**src/rtl/music_pkg.sv**
```systemverilog
// Shared types and sizing constants for the note memory playback and entry paths.
package music_pkg;

    typedef enum logic [1:0] {
        IDLE   = 2'd0,
        SETTLE = 2'd1,
        TONE   = 2'd2,
        GAP    = 2'd3
    } seq_state_t;

    localparam int unsigned NUM_SLOTS            = 16;
    localparam int unsigned SLOT_W               = $clog2(NUM_SLOTS);
    localparam int unsigned FREQ_W               = 32;
    localparam int unsigned CNT_W                = 32;
    localparam int unsigned DEFAULT_BEAT_CYCLES  = 12_500_000;
    localparam int unsigned DEFAULT_GAP_CYCLES   = 1_250_000;
    localparam int unsigned DEFAULT_READ_LAT     = 3;

endpackage

```
**src/rtl/playback_sequencer_if.sv**
```systemverilog
// Control, memory-read and audio signals between the playback sequencer and its neighbours.
interface playback_sequencer_if;
    import music_pkg::*;

    logic              start;
    logic              stop;
    logic              loop_en;
    logic [FREQ_W-1:0] freq_in;
    logic [SLOT_W-1:0] note_counter;
    logic              ld_play;
    logic              playing;
    logic              step_done;
    logic              audio_out;

    modport master (
        output start, stop, loop_en, freq_in,
        input  note_counter, ld_play, playing, step_done, audio_out
    );

    modport slave (
        input  start, stop, loop_en, freq_in,
        output note_counter, ld_play, playing, step_done, audio_out
    );

endinterface

```
**src/rtl/tone_gen.sv**
```systemverilog
// Square-wave generator: toggles wave every half_period cycles while enabled.
module tone_gen
    import music_pkg::*;
(
    input  logic              clk,
    input  logic              reset,
    input  logic              en,
    input  logic [FREQ_W-1:0] half_period,
    output logic              wave
);

    logic [FREQ_W-1:0] cnt;

    // Disabling clears both counter and output so every note starts low at phase 0.
    always_ff @(posedge clk) begin
        if (reset || !en) begin
            cnt  <= '0;
            wave <= 1'b0;
        end else if (cnt == half_period - FREQ_W'(1)) begin
            cnt  <= '0;
            wave <= ~wave;
        end else begin
            cnt  <= cnt + FREQ_W'(1);
        end
    end

endmodule

```
**src/rtl/playback_sequencer.sv**
```systemverilog
// Steps through the note memory one slot per beat and plays each note as a square wave.
module playback_sequencer
    import music_pkg::*;
#(
    parameter int unsigned BEAT_CYCLES = DEFAULT_BEAT_CYCLES,
    parameter int unsigned GAP_CYCLES  = DEFAULT_GAP_CYCLES,
    parameter int unsigned READ_LAT    = DEFAULT_READ_LAT
) (
    input  logic                 clk,
    input  logic                 reset,
    playback_sequencer_if.slave  bus
);

    localparam logic [SLOT_W-1:0] LAST_SLOT = SLOT_W'(NUM_SLOTS - 1);

    seq_state_t        state, state_d;
    logic [CNT_W-1:0]  phase, phase_d;
    logic [SLOT_W-1:0] slot, slot_d;
    logic [FREQ_W-1:0] freq_q, freq_d;
    logic              playing_q, playing_d;
    logic              step_done_q, step_done_d;
    logic              tone_en_c;
    logic              audio_q;

    always_ff @(posedge clk) begin
        if (reset) begin
            state       <= IDLE;
            phase       <= '0;
            slot        <= '0;
            freq_q      <= '0;
            playing_q   <= 1'b0;
            step_done_q <= 1'b0;
        end else begin
            state       <= state_d;
            phase       <= phase_d;
            slot        <= slot_d;
            freq_q      <= freq_d;
            playing_q   <= playing_d;
            step_done_q <= step_done_d;
        end
    end

    always_comb begin
        state_d     = state;
        phase_d     = (phase != '0) ? phase - CNT_W'(1) : phase;
        slot_d      = slot;
        freq_d      = freq_q;

        case (state)
            IDLE: begin
                if (bus.start && !bus.stop) begin
                    state_d = SETTLE;
                    slot_d  = '0;
                    phase_d = CNT_W'(READ_LAT - 1);
                end
            end
            SETTLE: begin
                if (phase == '0) begin
                    freq_d  = bus.freq_in;
                    phase_d = CNT_W'(BEAT_CYCLES - 1);
                    state_d = TONE;
                end
            end
            TONE: begin
                if (phase == '0) begin
                    phase_d = CNT_W'(GAP_CYCLES - 1);
                    state_d = GAP;
                end
            end
            GAP: begin
                if (phase == '0) begin
                    if (slot != LAST_SLOT) begin
                        slot_d  = slot + SLOT_W'(1);
                        phase_d = CNT_W'(READ_LAT - 1);
                        state_d = SETTLE;
                    end else if (bus.loop_en) begin
                        slot_d  = '0;
                        phase_d = CNT_W'(READ_LAT - 1);
                        state_d = SETTLE;
                    end else begin
                        state_d = IDLE;
                    end
                end
            end
            default: state_d = IDLE;
        endcase

        // Abort wins over every other transition.
        if (bus.stop && state != IDLE) begin
            state_d = IDLE;
            phase_d = '0;
        end

        playing_d   = (state_d != IDLE);
        step_done_d = (state_d == GAP) && (phase_d == '0);
        // Held off on the entry and exit edges so the wave starts and ends low.
        tone_en_c   = (state == TONE) && (state_d == TONE) && (freq_q != '0);
    end

    tone_gen u_tone_gen (
        .clk         (clk),
        .reset       (reset),
        .en          (tone_en_c),
        .half_period (freq_q),
        .wave        (audio_q)
    );

    assign bus.note_counter = slot;
    assign bus.ld_play      = playing_q;
    assign bus.playing      = playing_q;
    assign bus.step_done    = step_done_q;
    assign bus.audio_out    = audio_q;

endmodule

```
**src/flat_wrapper.sv**
```systemverilog
// flat-port wrapper written by rule: the top's interface ports become plain ports
module playback_sequencer_flat import music_pkg::*;
#(
    parameter int unsigned BEAT_CYCLES = DEFAULT_BEAT_CYCLES,
    parameter int unsigned GAP_CYCLES  = DEFAULT_GAP_CYCLES,
    parameter int unsigned READ_LAT    = DEFAULT_READ_LAT
)
  (clk, reset, bus_start, bus_stop, bus_loop_en, bus_freq_in, bus_note_counter, bus_ld_play, bus_playing, bus_step_done, bus_audio_out);
  playback_sequencer_if bus_i ();
  input  logic clk;
  input  logic reset;
  input wire logic [$bits(bus_i.start)-1:0] bus_start;
  input wire logic [$bits(bus_i.stop)-1:0] bus_stop;
  input wire logic [$bits(bus_i.loop_en)-1:0] bus_loop_en;
  input wire logic [$bits(bus_i.freq_in)-1:0] bus_freq_in;
  output wire logic [$bits(bus_i.note_counter)-1:0] bus_note_counter;
  output wire logic [$bits(bus_i.ld_play)-1:0] bus_ld_play;
  output wire logic [$bits(bus_i.playing)-1:0] bus_playing;
  output wire logic [$bits(bus_i.step_done)-1:0] bus_step_done;
  output wire logic [$bits(bus_i.audio_out)-1:0] bus_audio_out;
  assign bus_i.start = bus_start;
  assign bus_i.stop = bus_stop;
  assign bus_i.loop_en = bus_loop_en;
  assign bus_i.freq_in = bus_freq_in;
  assign bus_note_counter = bus_i.note_counter;
  assign bus_ld_play = bus_i.ld_play;
  assign bus_playing = bus_i.playing;
  assign bus_step_done = bus_i.step_done;
  assign bus_audio_out = bus_i.audio_out;
  playback_sequencer #(.BEAT_CYCLES(BEAT_CYCLES), .GAP_CYCLES(GAP_CYCLES), .READ_LAT(READ_LAT)) u_core (.clk(clk), .reset(reset), .bus(bus_i));
endmodule
```
**config.mk**
```make
export PLATFORM = sky130hd
export DESIGN_NAME = playback_sequencer_flat
export DESIGN_NICKNAME = d
export VERILOG_FILES = /design/src/rtl/music_pkg.sv /design/src/rtl/playback_sequencer_if.sv /design/src/rtl/tone_gen.sv /design/src/rtl/playback_sequencer.sv /design/src/flat_wrapper.sv
export SDC_FILE = /design/constraint.sdc
export NUM_CORES = 1
export LEC_CHECK = 0
export ABC_AREA = 1
export BUFFER_PORTS_ARGS = -buffer_cell sky130_fd_sc_hd__buf_2
export CAP_MARGIN = 10
export CELL_PAD_IN_SITES_DETAIL_PLACEMENT = 1
export CELL_PAD_IN_SITES_GLOBAL_PLACEMENT = 1
export CORE_ASPECT_RATIO = 0.6
export CORE_UTILIZATION = 49
export CTS_BUF_LIST = sky130_fd_sc_hd__clkbuf_8
export DETAILED_ROUTE_END_ITERATION = 7
export MAX_ROUTING_LAYER = met4
export PLACE_DENSITY_LB_ADDON = 0.3
export SKIP_LAST_GASP = 1
export SLEW_MARGIN = 20
export SYNTH_ARGS = -nofsm -noshare
export SYNTH_HDL_FRONTEND = slang
export SYNTH_SLANG_ARGS = --single-unit
```
**constraint.sdc**
```tcl
create_clock -name clk -period 6.05 [get_ports clk]
set_input_delay 0.9075 -clock clk [delete_from_list [all_inputs] [get_ports clk]]
set_output_delay 0.9075 -clock clk [all_outputs]
set_load 0.05 [all_outputs]
```
==> results of run 1 <==
-- cell families after synthesis --
kind of cell | count (synthesis)
AOI/OAI and AO/OA | 133
xor gates and xnor gates | 65
adders and majority gates | 10
buffers and inverters | 152
DFF | 105
and+or+nand+nor | 635
-- per-layer routing --
layer  routed length [µm]  up-vias  GRT usage
met5                    0        -          -
met3                 3031       20     0.1232
met2                 9128      303     0.4561
met1                12740     3577     0.5093
met4                  219        0    0.04728
li1                     -     3595          -
-- metrics by stage --
stage / util / area (µm²) / hold WS [ns]
2_1_floorplan: - / 7234 / 0.4468
3_3_place_gp: 0.5364 / 7530 / 0.4713
3_5_place_dp: 0.5364 / 7530 / 0.4699
4_1_cts: 0.5496 / 7716 / 0.4850
5_1_grt: 0.5496 / 7716 / 0.5376
6_report: 0.5496 / 7716 / 0.4911
-- final timing paths --
path              depth (start not counted)                  endpoint                    from  slack (ns)
setup / recovery                         12  u_core.u_tone_gen.cnt[2]         u_core.state[0]        2.75
hold / removal                            2    u_core.u_tone_gen.wave  u_core.u_tone_gen.wave        0.49
setup reg to reg                         12  u_core.u_tone_gen.cnt[2]         u_core.state[0]        2.75
hold reg to reg                           2    u_core.u_tone_gen.wave  u_core.u_tone_gen.wave        0.49
-- cell type report --
class | count | area, µm² | area share
multi-input cells | 843 | 4498 | 0.5829
flip-flops and latches | 105 | 2102 | 0.2724
inverters | 125 | 469.2 | 0.06081
well taps | 192 | 240.2 | 0.03113
repair buffers | 44 | 220.2 | 0.02854
clock buffers | 10 | 137.6 | 0.01784
clock inverters | 6 | 48.80 | 0.006324
-- registers in the layout (all words and copies together) (netlist names) --
register	flops
u_core.bus.note_counter	4
u_core.bus.step_done	1
u_core.bus.ld_play	1
u_core.phase	32
u_core.u_tone_gen.wave	1
u_core.state	2
u_core.freq_q	32
u_core.u_tone_gen.cnt	32
-- cells in the final DEF, fill, tap and decap left out, drive strengths merged, types with 2 or more instances in the layout --
master | netlist | final
dfxtp | 105 | 105
or2 | 6 | 6
nand4 | 32 | 32
nand3b | 4 | 4
a31oi | 3 | 3
nand3 | 74 | 74
o211ai | 2 | 2
buf | 10 | 44
inv | 123 | 126
clkinvlp | 0 | 2
xor2 | 43 | 43
clkinv | 2 | 3
o21ai | 60 | 60
nor4 | 7 | 7
nor3 | 39 | 39
ha | 10 | 10
a211oi | 4 | 4
clkbuf | 17 | 10
nor3b | 2 | 2
nor2 | 230 | 230
xnor3 | 6 | 6
xnor2 | 16 | 16
nand2 | 240 | 240
a21oi | 60 | 60
-- worst max-delay path, stage by stage (launching register included) --
cell and delay [ns]:
dfxtp_1 0.38, inv_1 0.12, ha_1 0.36, inv_1 0.30, nor2_2 0.38, inv_1 0.37
nor2_1 0.20, inv_1 0.10, a21oi_2 0.19, nand3_1 0.14, inv_1 0.13, nand2_4 0.29
nor3_1 0.25
==> results.sh, run 1 <==
export IMPL_synth_top_family_by_area="simple AND/OR/NAND/NOR gates"
export IMPL_synth_most_common_cell="nand2_1"
export IMPL_viasPerCell=5.657
export IMPL_grt_antenna_before_repair=0
export IMPL_coreArea_mm2=0.01404
export IMPL_synthMuxAreaShare=0
export IMPL_cts_tree="built"
export IMPL_grt_pass1_wl_mm=39.43
export IMPL_cts_buffers=9
export IMPL_hold_viol_final=0
export IMPL_portBuffers=44
export IMPL_place_gp_congestion=0.9613
export IMPL_synth_compound_area_frac=0.1015
export IMPL_worst_pin_slew_ns=0.9509
export IMPL_synthTopCellsByArea="dfxtp_1 (29%), nand2_1 (12%), nor2_1 (10%)"
export IMPL_outcome="completed"
export IMPL_fin_setup_tns_ns=0
export IMPL_cp_max_fo=32
export IMPL_yosys_most_used_dff="dfxtp_1"
export IMPL_finalSetupViolations=0
export IMPL_syn_inst=1100
export IMPL_fillers=1943
export IMPL_critPathLaunchType="flop"
export IMPL_worst_setup_path_type="flop to flop"
export IMPL_routed_wl_mm=25.12
export IMPL_rsz0062_at_grt="false"
export IMPL_critPathArrivalTime_ns=3.61
export IMPL_initial_core_util=0.5153
export IMPL_rows=33
export IMPL_crit_required_ns=6.36
export IMPL_wire_per_inst_um=18.96
export IMPL_critPathCaptureType="flop"
export IMPL_area_growth_pct=6.659
export IMPL_clk_pin_slew_ns=0.12
export IMPL_relSlewSlack=0.3651
export IMPL_synth_adder_area_share=0.01730
export IMPL_async_reset_ff_frac=0
export IMPL_cts_sinks=105
export IMPL_clk_latency_ns=0.40
export IMPL_drv_slew=0
export IMPL_antenna_cells=0
export IMPL_period_minus_slack_ns=3.298
export IMPL_cts_root_buf="clkbuf_8"
export IMPL_place_hpwl_mm=20.25
export IMPL_grt_max_degree=64
export IMPL_drc=0
export IMPL_setup_ws_ns=2.752
export IMPL_grt_use_total=0.3494
export IMPL_syn_area_mm2=0.007234
export IMPL_ys_top_cells_by_count="nand2_1 (222), nor2_1 (199), inv_1 (121), dfxtp_1 (105), nand3_1 (72)"
export IMPL_synth_fp_nets=1147
export IMPL_overflow=0
export IMPL_synth_top_area_frac=0.2906
export IMPL_clk_path_buf_depth=2
export IMPL_max_cap_viol_count=0
export IMPL_pre_cts_slack_ns=2.711
export IMPL_drt_pass1_iter_count=7
export IMPL_io_pins=45
export IMPL_ys_types=44
export IMPL_synth_xor_xnor_area_share=0.09011
export IMPL_hold_path_class="flop to flop"
export IMPL_synth_seq_cells=105
export IMPL_synth_simple_area_share=0.4128
export IMPL_clock_skew_final_ns=0.02252
export IMPL_placed_cells_incl_taps=1309
export IMPL_cts_max_level=3
export IMPL_syn_mean_instance_area_um2=6.577
export IMPL_die_x_um=158.9
export IMPL_antenna_left=0
export IMPL_vias=7495
export IMPL_timing_final_crit_share=0.5451
export IMPL_yosysSeqAreaShare=0.2906
export IMPL_first_global_vias=7146
export IMPL_die_h_um=96.12
export IMPL_die_area_mm2=0.01527
export IMPL_drive_gt1_frac=0.1280
export IMPL_postCtsResizedCells=0
export IMPL_yosys_warnings=0
export IMPL_yosysTopAreaCell="dfxtp_1"
export IMPL_drt_iter0_markers=548
export IMPL_holdBufCountCts=0
export IMPL_nNetsFinal=1175
export IMPL_layout_cells_non_filler=1325
export IMPL_synth_edf_count=0
export IMPL_fmax_mhz=303.3
export IMPL_post_cts_setup_buffers=0
Power of run 1 is left out: the tool's default activity adds up to more than one toggle a clock period on the data nets, which glitch-free logic cannot reach.
==> inputs of run 2 (changes only) <==
Settings changed: CORE_UTILIZATION 49 to 45.
Clock period 6.05 ns to 3.1 ns, I/O delays scaled along.
==> results.sh, run 2 (synthesized netlist as in run 1, its figures left out) <==
export IMPL_outcome="finished, violations left"
export IMPL_violations="design-rule violations"
export IMPL_holdBufCountCts=0
export IMPL_hold_viol_final=0
export IMPL_coreArea_mm2=0.01555
export IMPL_drv_slew=0
export IMPL_cts_root_buf="clkbuf_8"
export IMPL_overflow=0
export IMPL_final_common_cell="nand2_1"
export IMPL_cts_tree="built"
export IMPL_die_area_mm2=0.01660
export IMPL_io_pins=45
export IMPL_clk_pin_slew_ns=0.13
export IMPL_antenna_cells=0
export IMPL_post_cts_setup_buffers=0
export IMPL_place_gp_congestion=1.015
export IMPL_area_growth_pct=8.820
export IMPL_viasPerCell=5.535
export IMPL_fmax_mhz=348.1
export IMPL_dpl_cell_area_mm2=0.007679
export IMPL_portBuffers=44
export IMPL_wire_per_inst_um=19.03
export IMPL_worst_pin_slew_ns=0.7853
export IMPL_antenna_left=0
export IMPL_critPathLaunchType="flop"
export IMPL_grt_use_total=0.3290
export IMPL_critPathCaptureType="flop"
export IMPL_hold_path_class="input pin to flop"
export IMPL_die_x_um=165.7
export IMPL_fin_setup_tns_ns=0
export IMPL_critPathBufInv=1
export IMPL_critPathTopFamily="simple AND/OR/NAND/NOR gates"
export IMPL_die_h_um=100.2
export IMPL_drc=4
export IMPL_r2r_slack_ns=0.23
export IMPL_rows=35
export IMPL_crit_required_ns=3.38
export IMPL_timing_final_crit_share=0.9266
export IMPL_period_minus_slack_ns=2.873
export IMPL_reg_largest_list="u_core.freq_q x32, u_core.phase x32, u_core.u_tone_gen.cnt x32"
export IMPL_drt_pass1_iter_count=7
export IMPL_max_cap_viol_count=0
export IMPL_cts_buffers=9
export IMPL_initial_core_util=0.4654
export IMPL_worstPathCellList="inv_1 -> ha_1 -> nand2_2 -> nor2_8 -> nand3_1 -> nor2_1 -> xnor3_1 -> nor2_1 -> nand2_1 -> nor2_2 -> nand3_2 -> nand2_8 -> nor3_1"
export IMPL_critPathArrivalTime_ns=3.16
export IMPL_first_global_vias=7338
export IMPL_drive_gt1_frac=0.1416
export IMPL_place_hpwl_mm=20.73
export IMPL_cts_max_level=3
export IMPL_postCtsResizedCells=0
export IMPL_nNetsFinal=1193
export IMPL_routed_wl_mm=25.77
export IMPL_grt_max_degree=35
export IMPL_fin_area_mm2=0.007873
export IMPL_grt_antenna_before_repair=0
export IMPL_most_common_layout_cells="nand2_1 (222), nor2_1 (199), inv_1 (121), dfxtp_1 (105), nand3_1 (72)"
export IMPL_cp_max_fo=32
export IMPL_grt_pass1_wl_mm=40.59
export IMPL_clk_path_buf_depth=2
export IMPL_vias=7494
export IMPL_rsz0062_at_grt="true"
export IMPL_clk_latency_ns=0.40
export IMPL_clock_skew_final_ns=0.01765
export IMPL_finalSetupViolations=0
export IMPL_worst_setup_path_type="flop to flop"
export IMPL_relSlewSlack=0.4759
export IMPL_cp_common_cell="nor2_1"
export IMPL_drt_iter0_markers=647
export IMPL_slowest_stage="dfxtp_1"
export IMPL_cp_slowest_stage_delay_ns=0.37
export IMPL_cts_sinks=105
-- run 2: worst reg2reg max path, stage by stage (launching register included) --
cell and delay (ns):
dfxtp_1 0.37, inv_1 0.16, ha_1 0.26, nand2_2 0.12, nor2_8 0.20, nand3_1 0.17, nor2_1 0.24, xnor3_1 0.26
nor2_1 0.11, nand2_1 0.12, nor2_2 0.20, nand3_2 0.18, nand2_8 0.29, nor3_1 0.10
-- run 2: routing by layer --
layer,GRT usage,wire length (µm)
met5,-,0
met4,0.06254,215
met3,0.09109,2505
met2,0.4263,9514
met1,0.4930,13530
-- run 2: area by class of cell --
class,count,area (µm²)
tap,203,254.0
multi-input combinational,843,4507
fill,2172,7674
sequential,105,2102
clock buffer,9,123.9
clock inverter,7,61.31
timing repair buffer,62,355.3
inverter,125,469.2
-- run 2: worst paths after layout --
kind / from / end / cells after the start
worst min register to register: u_core.u_tone_gen.cnt[0] / u_core.u_tone_gen.cnt[0] / 1
worst max register to register: u_core.freq_q[0] / u_core.u_tone_gen.cnt[28] / 13
worst max-delay path: u_core.freq_q[0] / u_core.u_tone_gen.cnt[28] / 13
worst min-delay path: reset / u_core.phase[1] / 2
-- run 2: metrics by stage --
step	setup WS, ns	util	cells	hold WS [ns]
2_1_floorplan	0.9476	-	1100	0.4468
3_3_place_gp	0.1966	0.4939	1338	0.4712
3_5_place_dp	0.1548	0.4939	1338	0.4818
4_1_cts	0.1270	0.5058	1354	0.3112
5_1_grt	-0.009962	0.5064	1354	0.3190
6_report	0.2274	0.5064	1354	0.3170
Power of run 2 is left out for the same reason.
